**config.mk**
```make
export PLATFORM = sky130hd
export DESIGN_NAME = tdm_demux4
export DESIGN_NICKNAME = d
export VERILOG_FILES = /design/src/rtl/tdm_pkg.sv /design/src/rtl/chan_shift.sv /design/src/rtl/tdm_demux4.sv
export SDC_FILE = /design/constraint.sdc
export NUM_CORES = 1
export LEC_CHECK = 0
export CORE_ASPECT_RATIO = 1.1
export CORE_MARGIN = 4
export CORE_UTILIZATION = 35
export DETAILED_ROUTE_END_ITERATION = 12
export SLEW_MARGIN = 20
export SYNTH_ARGS = -nofsm -noshare
export SYNTH_HDL_FRONTEND = slang
export SYNTH_SLANG_ARGS = --single-unit
export TNS_END_PERCENT = 10
```
**constraint.sdc**
```tcl
create_clock -name clk -period 1.9 [get_ports clk]
set_input_delay 0.38 -clock clk [delete_from_list [all_inputs] [get_ports clk]]
set_output_delay 0.38 -clock clk [all_outputs]
set_load 0.02 [all_outputs]
```
**src/rtl/tdm_pkg.sv**
```systemverilog
// Shared types and constants for the four-channel TDM demultiplexer.
package tdm_pkg;

  typedef enum logic {
    HUNT = 1'b0,
    LOCK = 1'b1
  } state_t;

  typedef logic [1:0] slot_t;

  localparam int NUM_CH = 4;

  // Width of the frame counter; a word spans WIDTH frames.
  function automatic int frame_bits(input int width);
    return (width > 2) ? $clog2(width) : 1;
  endfunction

endpackage

```
**src/rtl/chan_shift.sv**
```systemverilog
// Per-channel MSB-first shift register with shift enable and synchronous clear.
// Latency: 1 cycle; word presents the post-update contents. No backpressure.
// Clear and shift in the same cycle restarts the word with din as its first bit.
module chan_shift #(
  parameter int WIDTH = 8
) (
  input  logic             clk,
  input  logic             rst_n,
  input  logic             clr,
  input  logic             shift_en,
  input  logic             din,
  output logic [WIDTH-1:0] word
);

  logic [WIDTH-1:0] sr;

  always_comb begin
    word = sr;
    if (clr) begin
      word = shift_en ? {{(WIDTH-1){1'b0}}, din} : '0;
    end else if (shift_en) begin
      word = {sr[WIDTH-2:0], din};
    end
  end

  always_ff @(posedge clk or negedge rst_n) begin
    if (!rst_n) begin
      sr <= '0;
    end else begin
      sr <= word;
    end
  end

endmodule

```
**src/rtl/tdm_demux4.sv**
```systemverilog
// Four-channel TDM demultiplexer: frame-sync alignment, per-slot steering, parallel words.
// Latency: valid one cycle after the last (channel 3) bit is sampled; all outputs registered.
// Backpressure: none; en paces input. Optional err_cnt port via TDM_DEMUX_ERRCNT_EN.
module tdm_demux4
  import tdm_pkg::*;
#(
  parameter int WIDTH = 8
) (
  input  logic             clk,
  input  logic             rst_n,
  input  logic             din,
  input  logic             en,
  input  logic             sync,
  output logic [WIDTH-1:0] q0,
  output logic [WIDTH-1:0] q1,
  output logic [WIDTH-1:0] q2,
  output logic [WIDTH-1:0] q3,
  output logic             valid,
  output logic             locked,
  output logic             sync_err
`ifdef TDM_DEMUX_ERRCNT_EN
  ,
  output logic [7:0]       err_cnt
`endif
);

  localparam int FW = frame_bits(WIDTH);
  localparam logic [FW-1:0] FRAME_LAST = FW'(WIDTH - 1);

  state_t           state;
  slot_t            slot;
  logic [FW-1:0]    frame;
  logic [WIDTH-1:0] word [NUM_CH];
  logic [NUM_CH-1:0] shift_en;
  logic             at_boundary;
  logic             accept;
  logic             restart;
  logic             misaligned;
  logic             word_done;

  always_comb begin
    at_boundary = (slot == 2'd0) && (frame == '0);
    accept      = en && ((state == LOCK) || sync);
    // A sync that starts a new word: first lock, or a realignment after error.
    restart     = en && sync && ((state == HUNT) || !at_boundary);
    misaligned  = en && sync && (state == LOCK) && !at_boundary;
    word_done   = accept && !restart && (slot == 2'd3) && (frame == FRAME_LAST);
    shift_en    = '0;
    if (accept) begin
      shift_en[restart ? 2'd0 : slot] = 1'b1;
    end
  end

  for (genvar ch = 0; ch < NUM_CH; ch++) begin : g_ch
    chan_shift #(.WIDTH(WIDTH)) u_chan_shift (
      .clk      (clk),
      .rst_n    (rst_n),
      .clr      (restart),
      .shift_en (shift_en[ch]),
      .din      (din),
      .word     (word[ch])
    );
  end

  always_ff @(posedge clk or negedge rst_n) begin
    if (!rst_n) begin
      state    <= HUNT;
      slot     <= '0;
      frame    <= '0;
      q0       <= '0;
      q1       <= '0;
      q2       <= '0;
      q3       <= '0;
      valid    <= 1'b0;
      locked   <= 1'b0;
      sync_err <= 1'b0;
    end else begin
      valid    <= 1'b0;
      sync_err <= 1'b0;
      if (accept) begin
        if (restart) begin
          state    <= LOCK;
          locked   <= 1'b1;
          slot     <= 2'd1;
          frame    <= '0;
          sync_err <= misaligned;
        end else begin
          slot <= slot + 2'd1;
          if (slot == 2'd3) begin
            frame <= (frame == FRAME_LAST) ? '0 : frame + FW'(1);
          end
          if (word_done) begin
            q0    <= word[0];
            q1    <= word[1];
            q2    <= word[2];
            q3    <= word[3];
            valid <= 1'b1;
          end
        end
      end
    end
  end

`ifdef TDM_DEMUX_ERRCNT_EN
  always_ff @(posedge clk or negedge rst_n) begin
    if (!rst_n) begin
      err_cnt <= '0;
    end else if (misaligned && (err_cnt != 8'hFF)) begin
      err_cnt <= err_cnt + 8'd1;
    end
  end
`endif

endmodule
```
; ---- Word-level counts from Yosys, hierarchy flattened
; Index checks and enable logic that the tools add are counted.
[word_totals]
elab_cells = 66
register_bits = 72
in_bits = 5
output_inout_bits = 35
[classes]
addsub = 2
reduce_logical = 20
n_lt_le_gt_ge = 2
muxes = 25
bitwise_logic = 2
n_eq_ne = 2
[op_table]
columns = cell, count
row1 = $mux W8, 8
row2 = $logic_and A1 B1 Y1, 10
row3 = $mux W1, 10
row4 = $mux W3, 3
row5 = $mux W2, 2
row6 = $mux W4, 1
row7 = $reduce_and A2 Y1, 2
row8 = $add A3 B1 Y3 const B, 1
row9 = $eq A3 B3 Y1 const B, 1
row10 = $logic_not A3 Y1, 1
row11 = $lt A2 B3 Y1 const B, 1
row12 = $reduce_and A3 Y1, 1
row13 = $add A2 B1 Y2 const B, 1
row14 = $demux W1 S2, 1
row15 = $eq A2 B2 Y1 const B, 1
row16 = $ge A2 B1 Y1 const B, 1
row17 = $logic_not A1 Y1, 2
row18 = $logic_not A2 Y1, 1
row19 = $logic_or A1 B1 Y1, 2
row20 = $not A1 Y1, 2
row21 = $reduce_bool A2 Y1, 1

; ---- Depth between registers and ports, before layout
; Gate-level depths: netlist of run 1.
[logic_depth]
word_depth = 13
depth_mapped = 9
mapped_depth_nobuf = 6

; ---- Modules after synthesis
; From an unflattened synthesis of run 1, not the netlist that was laid out.
[unflattened]
hier_cells = 217
hier_area_um2 = 2964.1
[modules_own_cells]
columns = module, area_each_um2, n_inst, cells_per_inst, seq_area_each_um2
row1 = tdm_demux4, 1662.8, 1, 113, 1001.0
row2 = chan_shift, 325.3, 4, 26, 200.2

; ---- Worst setup path after synthesis of run 1
; No wires, ideal clock.
[synth_timing]
path_type = register -> register
from = reg slot[1]
to = reg q1[1]
path_stages_with_launch = 9
period_less_slack_ns = 1.884
t_required_ns = 1.772
t_arrival_ns = 1.756
path_slack_ns = 0.016
path_cell_list = dfrtp_1 buf_2 inv_1 ha_1 nand4b_2 a2111o_1 buf_2 mux2i_1 a21oi_1
[synth_via]
elab_chain_len = 13
elab_cells_between_ends = 21
[synth_lines]
columns = item, line
row1 = start: declaration, tdm_demux4.sv:31  ; slot_t slot;
row2 = start signal: assignment, tdm_demux4.sv:88  ; slot <= slot + 2'd1;
row3 = $logic_not A2 Y1, tdm_demux4.sv:42  ; at_boundary = (slot == 2'd0) && (frame == '0);
row4 = $logic_and A1 B1 Y1, tdm_demux4.sv:42
row5 = $logic_not A1 Y1, tdm_demux4.sv:45  ; restart = en && sync && ((state == HUNT) || !at_boundary);
row6 = $logic_or A1 B1 Y1, tdm_demux4.sv:45
row7 = $logic_and A1 B1 Y1, tdm_demux4.sv:45
row8 = $mux W2, tdm_demux4.sv:50  ; shift_en[restart ? 2'd0 : slot] = 1'b1;
row9 = $lt A2 B3 Y1 (not written as such) / $ge A2 B1 Y1 (equally long branches), tdm_demux4.sv:50
row10 = $logic_and A1 B1 Y1 (not written as such), tdm_demux4.sv:50
row11 = $mux W1, tdm_demux4.sv:50
row12 = $demux W1 S2, tdm_demux4.sv:50
row13 = $mux W4, tdm_demux4.sv:49  ; if (accept) begin
row14 = $mux W8, chan_shift.sv:21  ; end else if (shift_en) begin
row15 = $mux W8, chan_shift.sv:19  ; if (clr) begin
row16 = end signal: assignment, tdm_demux4.sv:94  ; q1 <= word[1];
row17 = end: declaration, tdm_demux4.sv:15  ; output logic [WIDTH-1:0] q1,
; Parallel ways exist; a longest one is shown, timed or not.
; A chain may end at the register's enable or synchronous reset.

; ---- Worst setup path after layout of run 1
[layout_timing]
from = reg frame[0]
to = reg q1[2]
[layout_via]
elab_chain_len = 13
elab_cells_between_ends = 21
[layout_lines]
columns = item, line
row1 = start: declaration, tdm_demux4.sv:32  ; logic [FW-1:0] frame;
row2 = start signal: assignment, tdm_demux4.sv:90  ; frame <= (frame == FRAME_LAST) ? '0 : frame + FW'(1);
row3 = $logic_not A3 Y1, tdm_demux4.sv:42
row4 = $logic_and A1 B1 Y1, tdm_demux4.sv:42
row5 = $logic_not A1 Y1, tdm_demux4.sv:45
row6 = $logic_or A1 B1 Y1, tdm_demux4.sv:45
row7 = $logic_and A1 B1 Y1, tdm_demux4.sv:45
row8 = $mux W2, tdm_demux4.sv:50
row9 = $lt A2 B3 Y1 (not written as such) / $ge A2 B1 Y1 (equally long branches), tdm_demux4.sv:50
row10 = $logic_and A1 B1 Y1 (not written as such), tdm_demux4.sv:50
row11 = $mux W1, tdm_demux4.sv:50
row12 = $demux W1 S2, tdm_demux4.sv:50
row13 = $mux W4, tdm_demux4.sv:49
row14 = $mux W8, chan_shift.sv:21
row15 = $mux W8, chan_shift.sv:19
; Parallel ways exist; a longest one is shown, timed or not.

==> results.md, run 1 <==
- Of the total synthesized cell area, the portion taken by full adders, half adders and majority gates is 2.066%.
- Routability-driven placement finished with a final weighted congestion of ~0.74.
- The power share of the combinational group is 25.2%.
- For the worst setup path, the data arrival time is 2030 ps.
- The required time of the critical path is 2120 ps.
- The floorplan step set the die width to 96.69 um.
- The core region area is approximately 8400 um2.
- Using the TritonRoute via totals, the vias-per-cell ratio works out to 4.751.
- The global-route wire length before repair is about 11000 um.
- The post-route clock skew is 8.537 ps.
- The path depth of the worst reg2reg path is 6.
- Detailed placement finished with a half-perimeter wire length of 4145 um.
- After synthesis, the share of cell area in mux cells is 12.89%.
- The floorplan die area is 10210 um2.
- The actual slew at the worst max-slew pin is 473.5 ps.
- The number of antenna violations at the first check in global routing is 0.
- The overall track demand over capacity in global routing is a little over an eighth.
- Buffers inserted during clock tree synthesis total 9.
- The final worst-path cycle share is 95.07%.
- The final setup violation count is 0.
- The cell type of the slowest stage on the worst timing path is a2111o_2.
- VDD sags by at most 0.3872 mV.
- The layout overhead on the synthesized area is 30.87%.
- In the post-synthesis netlist, the biggest area contributors are dfrtp_1 60%, mux2i_1 13%, nor2_1 7.6%.
- The remaining design rule violation count is 0.
- The class of the most critical hold timing path is primary input to asynchronous set/reset pin.
- Of all nets on the critical path, the largest fanout is 7.
- The routed wire length is between 6000 and 7000 um.
- For this run the aggregate overflow at the end of global routing stands at 0.
- The sequential cell fraction of total power is about 47%.
- The number of global-route vias before repair is 2174.
- The total number of vias is between 2k and 2.5k.
- The synthesized netlist devotes 0% of its cell area to XOR and XNOR gates.
- In the final layout, the share of cells above drive strength 1 is between 10% and 20%.
- After synthesis, the mean cell area works out to around 11 um2.
- The max-capacitance violation count is 0.
- Headroom to the max-slew limit came out at 68.36%.
- The critical path launch point type is a register.
- In this run the vertical extent of the chip is 105.6 um.
- On the worst path, the slowest cell contributes a delay of 570 ps.
- Yosys mapped the design onto 27 distinct sky130hd cell types.
- The worst setup path is captured at a register.
- The post-synthesis compound-gate area fraction is 10.21%.
- After detailed routing, the average wire length per cell comes to 14.12 um.
- The number of hold violations in the final report is 0.
- TritonCTS built the clock tree.
- The register bit count reported by yosys is 72.
- The filler cell count in the final layout is 830.
- The H-tree was split into 3 levels.
- The number of nets with antenna violations after routing is 0.
- At the end of the flow, the number of nets in the layout was 353.
- The floorplan has 35 rows.
- The most frequent standard cell in the layout excluding fill and tap cells is dfrtp_1.
- The core occupancy in the finished layout is between 40 and 50%.
- The run finished with clean final reports.
- The leakage dissipation is between 1.5 and 2 nW.
- The ratio of total power to cell area is between 900 and 1000 nW/um2.
- The antenna diode count is 0.
- The share of synthesized area in the top cell type comes to 59.50%.
- In this run, post-CTS hold repair placed 0 buffers.
- After synthesis, the largest family of logic cells by area is multiplexers.
- The count of port buffers added during placement is 39.
- The iteration-0 DRC count of the detailed router is 87.
- Based on the critical path, the design can be clocked at up to about 550 MHz.
- Setup repair after global routing could not meet its margin everywhere.
- When the netlist entered floorplanning its net count stood at between 200 and 300.
- The startpoint-to-endpoint class of the critical path is register to register.
- The number of standard cells after synthesis is 279.
- The total of warnings raised by yosys is 0.
- Cell internal power was estimated by the tool at 2.661 mW.
- The CTS clock-pin slew for the worst setup and hold paths is ~70 ps.
- For this design, the sink count on the clock tree is a little over 70.
- Summing the areas of all and, or, nand and nor instances in the mapped netlist gives a little under an eighth of the synthesized area.
- Sequential elements use 59.50% of the synthesized area.
- Once the floorplan was initialized, standard cells occupied between 30% and 40% of the core.
- The net switching power figure is between 1 and 1.5 mW.
- The I/O pin count is 40.
- The post-place instance area is 3735 um2.
- The post-layout minimum cycle time is 1806 ps.
- Traced cell by cell, the critical path runs through inv_1 > ha_1 > nand4b_2 > a2111o_2 > mux2i_2 > a21oi_1.
- Of all cell types, the one taking the most synthesized area is dfrtp_1.
- After routing the design area is 3963 um2.
- Entering global routing, the biggest net connects 73 pins.
- The clock passes through at most 2 buffers.
- The number of max-slew violations in the final report is 0.
- The buffer type at the clock tree root is clkbuf_8.
- Of the total power, the share spent switching nets is between 30% and 40%.
- The library cells used most frequently in the layout, excluding fill and tap cells, are 71 x dfrtp_1, 61 x nor2_1, 38 x clkdlybuf4s50_1.
- The first-pass iteration count of the detailed router is 4.
- The clock network accounts for 27.4% of the total power.
- For the worst-skew pair, the clock arrives at the later sink with an insertion delay of 340 ps.
- The area of the mapped netlist is roughly 3000 um2.
timing repair:
action                                  4_1_cts  5_1_grt
resized for setup                             0        7
endpoints found under the setup margin        0       39
buffers inserted                              0        3
final timing paths:
kind | startpoint | endpoint | slack (ps)
setup reg to reg | frame[0]$_DFFE_PN0P_ | q1[2]$_DFFE_PN0P_ | 90
min in group clk | g_ch[2].u_chan_shift.sr[7]$_DFF_PN0_ | g_ch[2].u_chan_shift.sr[7]$_DFF_PN0_ | 510
hold / removal | rst_n | q0[7]$_DFFE_PN0P_ | 60
hold reg to reg | g_ch[2].u_chan_shift.sr[7]$_DFF_PN0_ | g_ch[2].u_chan_shift.sr[7]$_DFF_PN0_ | 510
max in group asynchronous | rst_n | state$_DFFE_PN0P_ | 1520
setup / recovery | frame[0]$_DFFE_PN0P_ | q1[2]$_DFFE_PN0P_ | 90
cells in the mapped netlist:
cell       instances
nand3_1            9
a22o_1             4
o2111ai_1          1
o311ai_0           1
clkbuf_1           5
nor3b_1            1
nand2_1            7
mux2i_1           39
ha_1               5
and3_1             1
o21ai_1            1
a211oi_1           1
nor2_1            61
a21oi_1           33
nand4b_2           1
dfrtp_1           72
nand2b_1           2
nor2_2             1
a31oi_1            1
o21ai_0            9
and3b_1            1
a2111o_1           1
inv_1             10
o21a_1             1
and2_1             1
buf_2              9
a21oi_2            1
metrics by stage:
step | setup WS [ps] | hold slack [ps] | std cells | setup TNS [ps] | power (mW)
finish | 93.73 | 59.44 | 458 | 0 | 3.819
global route | 0.7960 | 75.66 | 458 | 0 | 4.054
CTS | 5.949 | 58.00 | 454 | 0 | 3.837
detailed placement | -224.8 | 440.8 | 439 | -6831 | 2.769
global placement | -169.9 | 434.3 | 439 | -5637 | 2.750
floorplan | 16.25 | 84.41 | 279 | 0 | 2.372
sequential cells by signal, summed over array words and instances, names as in the netlist:
register	cells
state	1
q0	8
g_ch.u_chan_shift.sr	32
valid	1
q2	8
sync_err	1
q1	8
slot	2
q3	8
frame	3
metal layers:
metal  vias to the layer above  routed length, um  GRT usage, %
li1                       1074                  -             -
met5                         -                  0             0
met3                        13                141         2.647
met2                        32               3091         20.22
met4                         0                154         7.222
met1                      1057               3078         17.55
power groups by stage:
stage / logic (mW) / clock network [mW] / registers, mW
after floorplan: 0.514 / 0 / 1.86
after global placement: 0.918 / 0 / 1.83
after detailed placement: 0.933 / 0 / 1.84
after CTS: 0.937 / 1.09 / 1.81
after global routing: 1.06 / 1.16 / 1.83
final: 0.962 / 1.05 / 1.81
cells by family after synthesis:
kind of cell | count (synthesis)
and+or+nand+nor | 85
DFF | 72
AOI/OAI and AO/OA | 54
muxes | 39
buffers and inverters | 24
adders and majority gates | 5
final cells by class:
cell class | count | area (um2) | share of cell area, %
multi-input cells | 183 | 1152 | 29.08
well taps | 111 | 138.9 | 3.505
repair buffers | 67 | 666.9 | 16.83
clock buffers | 12 | 145.1 | 3.663
inverters | 10 | 37.54 | 0.9473
clock inverters | 3 | 18.77 | 0.4736
flip-flops and latches | 72 | 1803 | 45.50
critical path, delay by kind of cell, from the launching register on:
kind                     cells  cell delay, ps
adder cells (fa/ha/maj)      1             170
AND/OR/NAND/NOR              1             120
flip-flops                   1             410
buffers and inverters        1              70
multiplexers                 1             240
AO/OA/AOI/OAI                2             670
No activity file was read; power rests on OpenSTA's default activity.
==> run 2, diff against run 1 <==
--- a/config.mk
+++ b/config.mk
@@ -9,6 +9,7 @@
 export CORE_MARGIN = 4
 export CORE_UTILIZATION = 35
 export DETAILED_ROUTE_END_ITERATION = 12
+export PLACE_DENSITY = 0.59
 export SLEW_MARGIN = 20
 export SYNTH_ARGS = -nofsm -noshare
 export SYNTH_HDL_FRONTEND = slang
==> run 2 against run 1 <==
Net effect:
- sequential share of layout area shrank 0.46 points
- register-to-register slack is essentially flat
- first-iteration DRC count grew 1.1%
- clock power grew 12%
- core utilization grew 0.45 points
- combinational power shrank 2%
- die area is the same
- largest cell class unchanged
- via count grew 0.23%
- global-route usage shrank 0.18 points
- worst setup slack lost 13 ps
- count of clock-buffer cells in the layout shrank 1
- final cell count shrank 0.22%
==> results.md, run 2 (synthesis gave the netlist of run 1 again) <==
- TritonCTS built the clock tree.
- The H-tree was split into 3 levels.
- More flip-flops sit in one register than any other, and that register is g_ch.u_chan_shift.sr.
- The number of max-slew violations in the final report is 0.
- In the final design database the tool counted 352 nets.
- Of the cells placed in the final design, the portion with a size suffix greater than 1 is 15.03%.
- The required time of the critical path is 2120 ps.
- The number of sinks on the clock net is between 70 and 80.
- With fillers left out, the area of the finished cells amounts to 4000 um2.
- The post-route clock skew is 7.870 ps.
- The worst setup path is of the register to register kind.
- The max-capacitance violation count is 0.
- Summed over all cells, the static leakage comes to 1.882 nW.
- In the post-route analysis, the smallest setup slack over all paths is 80.94 ps.
- The post-layout instance count excluding filler cells is 457.
- In the finished design, the share of the clock period the worst path needs comes to 95.74%.
- The class of the most critical hold timing path is primary input to asynchronous set/reset pin.
- The layout overhead on the synthesized area is 32.11%.
- The routed wire length is 6461 um.
- The setup slack of the most critical reg-to-reg path is 80 ps.
- Setup repair after global routing could not meet its margin everywhere.
- The floorplan step set the die width to 96.69 um.
- The first global-routing pass estimated 10860 um of wire.
- The post-place instance area is 3727 um2.
- The vertical die dimension is about 110 um.
- The number of antenna violations at the first check in global routing is 0.
- The first TritonRoute pass finished after 4 iterations.
- The pin count of the biggest net entering global routing is 58.
- The die covers 10210 um2.
- For this run, design rule violations remaining after detail routing come to 0.
- The number of flip-flops in the largest register is 32.
- The ratio of total power to cell area is between 900 and 1000 nW/um2.
- The number of hold violations in the final report is 0.
- STA classifies the critical path endpoint as a register.
- For this run, the share of the core covered by cells in the final layout is 47.57%.
- The total instance count after detailed placement is 438.
- The number of global-route vias before repair was 2247.
- The total congestion overflow is 0.
- After detailed routing, the number of vias per cell comes to between 4 and 5.
- The first routing iteration left 88 violations.
- The library cells used most frequently in the layout, excluding fill and tap cells, are 72 x dfrtp_1, 61 x nor2_1, 37 x clkdlybuf4s50_1.
- For this run, the total global-route usage over all layers was measured as 13.02%.
- The floorplan has 35 rows.
- Dividing the detail-routed wire length by the instance count gives 14.14 um.
- The filler cells instantiated in the layout total 791.
- For this run, the top clock speed supported by timing is 549.7 MHz.
- At the worst endpoint, the arrival time is a little over 2000 ps.
- The insertion delay to the later sink of the worst-skew pair is 340 ps.
- The run finished with clean final reports.
- At the pin with the least slew margin, the transition time is between 400 and 500 ps.
- The count of port buffers added during placement is 39.
- 40 I/O pins were placed.
- The total number of vias is 2181.
- Along the worst path, the maximum fanout reaches 7.
- The total clock buffers created by CTS is 9.
- For this configuration, the core starts out at a cell density of 36.01%.
- The critical path launch point type is a register.
- Counting along the longest clock path gives a buffer depth of 2.
- Timing analysis after detailed placement gives a worst setup slack of -157.7 ps.
- The library cell used most frequently in the layout, excluding fill and tap cells, is dfrtp_1.
- Measured against its own limit, the worst slew margin works out to 67.06%.
- In the final layout, flip-flops and latches occupy 1802 um2.
- The weighted congestion reported at the end of routability-driven placement is 0.7012.
- The antenna diode count is 0.
- The floorplan step defined a core boundary enclosing 8408 um2.
- The tree is rooted in a clkbuf_8.
- The total power after layout is 3.937 mW.
- The final setup violation count is 0.
- The CTS clock-pin slew for the worst setup and hold paths is 80 ps.
- The multi-input combinational cells in the finished layout cover a total of around 1200 um2.
- The worst-case IR drop observed on VDD is 0.4004 mV.
- The count of nets left with antenna violations once routing finished came out at 0.
- For the finished layout, the period the worst path requires is roughly 1800 ps.
- The post-DP HPWL is about 4200 um.
run 2: routing by layer:
layer,share of wire (%),track usage [%],routed length (um)
met4,1.1,4.514,72
met3,4.2,4.169,274
met5,0,0,0
met2,45,19.97,2894
met1,50,17.38,3220
run 2: cell type report:
type                       instances  share of cell area [%]
timing repair buffer              66                   16.61
sequential                        72                   45.04
inverter                          10                  0.9384
clock buffer                      11                   3.535
multi-input combinational        183                   29.28
clock inverter                     4                   1.126
tap                              111                   3.472
run 2: power breakdown:
group	switching (mW)	total (mW)	internal (mW)	leakage, nW
logic	0.493	0.947	0.454	0.825
clock network	0.548	1.18	0.629	0.0989
registers	0.124	1.81	1.69	0.958
total	1.16	3.94	2.77	1.88
run 2: through the flow:
stage               hold slack [ps]  TNS [ps]
global route                  540.4    -116.0
CTS                           497.2         0
finish                        493.2         0
floorplan                     84.41         0
detailed placement            335.5     -5417
global placement              327.5     -5062
run 2: critical path, stage by stage (launching register included):
cell and delay, ps:
dfrtp_1 380, inv_1 90, ha_1 200, nand4b_2 120, a2111o_1 420, buf_4 190, mux2i_1 210, a21oi_1 90
run 2: repair_timing:
action	4_1_cts	5_1_grt
setup endpoints to repair	0	34
gates resized for setup	0	9
hold buffers	1	0
endpoints found under the hold margin	15	0
setup buffers	0	2
run 2: path summary, 6_finish.rpt:
kind                                                      start                                   end  cells after the start
max                                         slot[1]$_DFFE_PN0N_                     q1[3]$_DFFE_PN0P_                      7
min                                                       rst_n                     q0[7]$_DFFE_PN0P_                      2
min reg2reg                g_ch[2].u_chan_shift.sr[7]$_DFF_PN0_  g_ch[2].u_chan_shift.sr[7]$_DFF_PN0_                      2
max in group asynchronous                                 rst_n                     q2[6]$_DFFE_PN0P_                      3
min in group clk           g_ch[2].u_chan_shift.sr[7]$_DFF_PN0_  g_ch[2].u_chan_shift.sr[7]$_DFF_PN0_                      2
max reg2reg                                 slot[1]$_DFFE_PN0N_                     q1[3]$_DFFE_PN0P_                      7
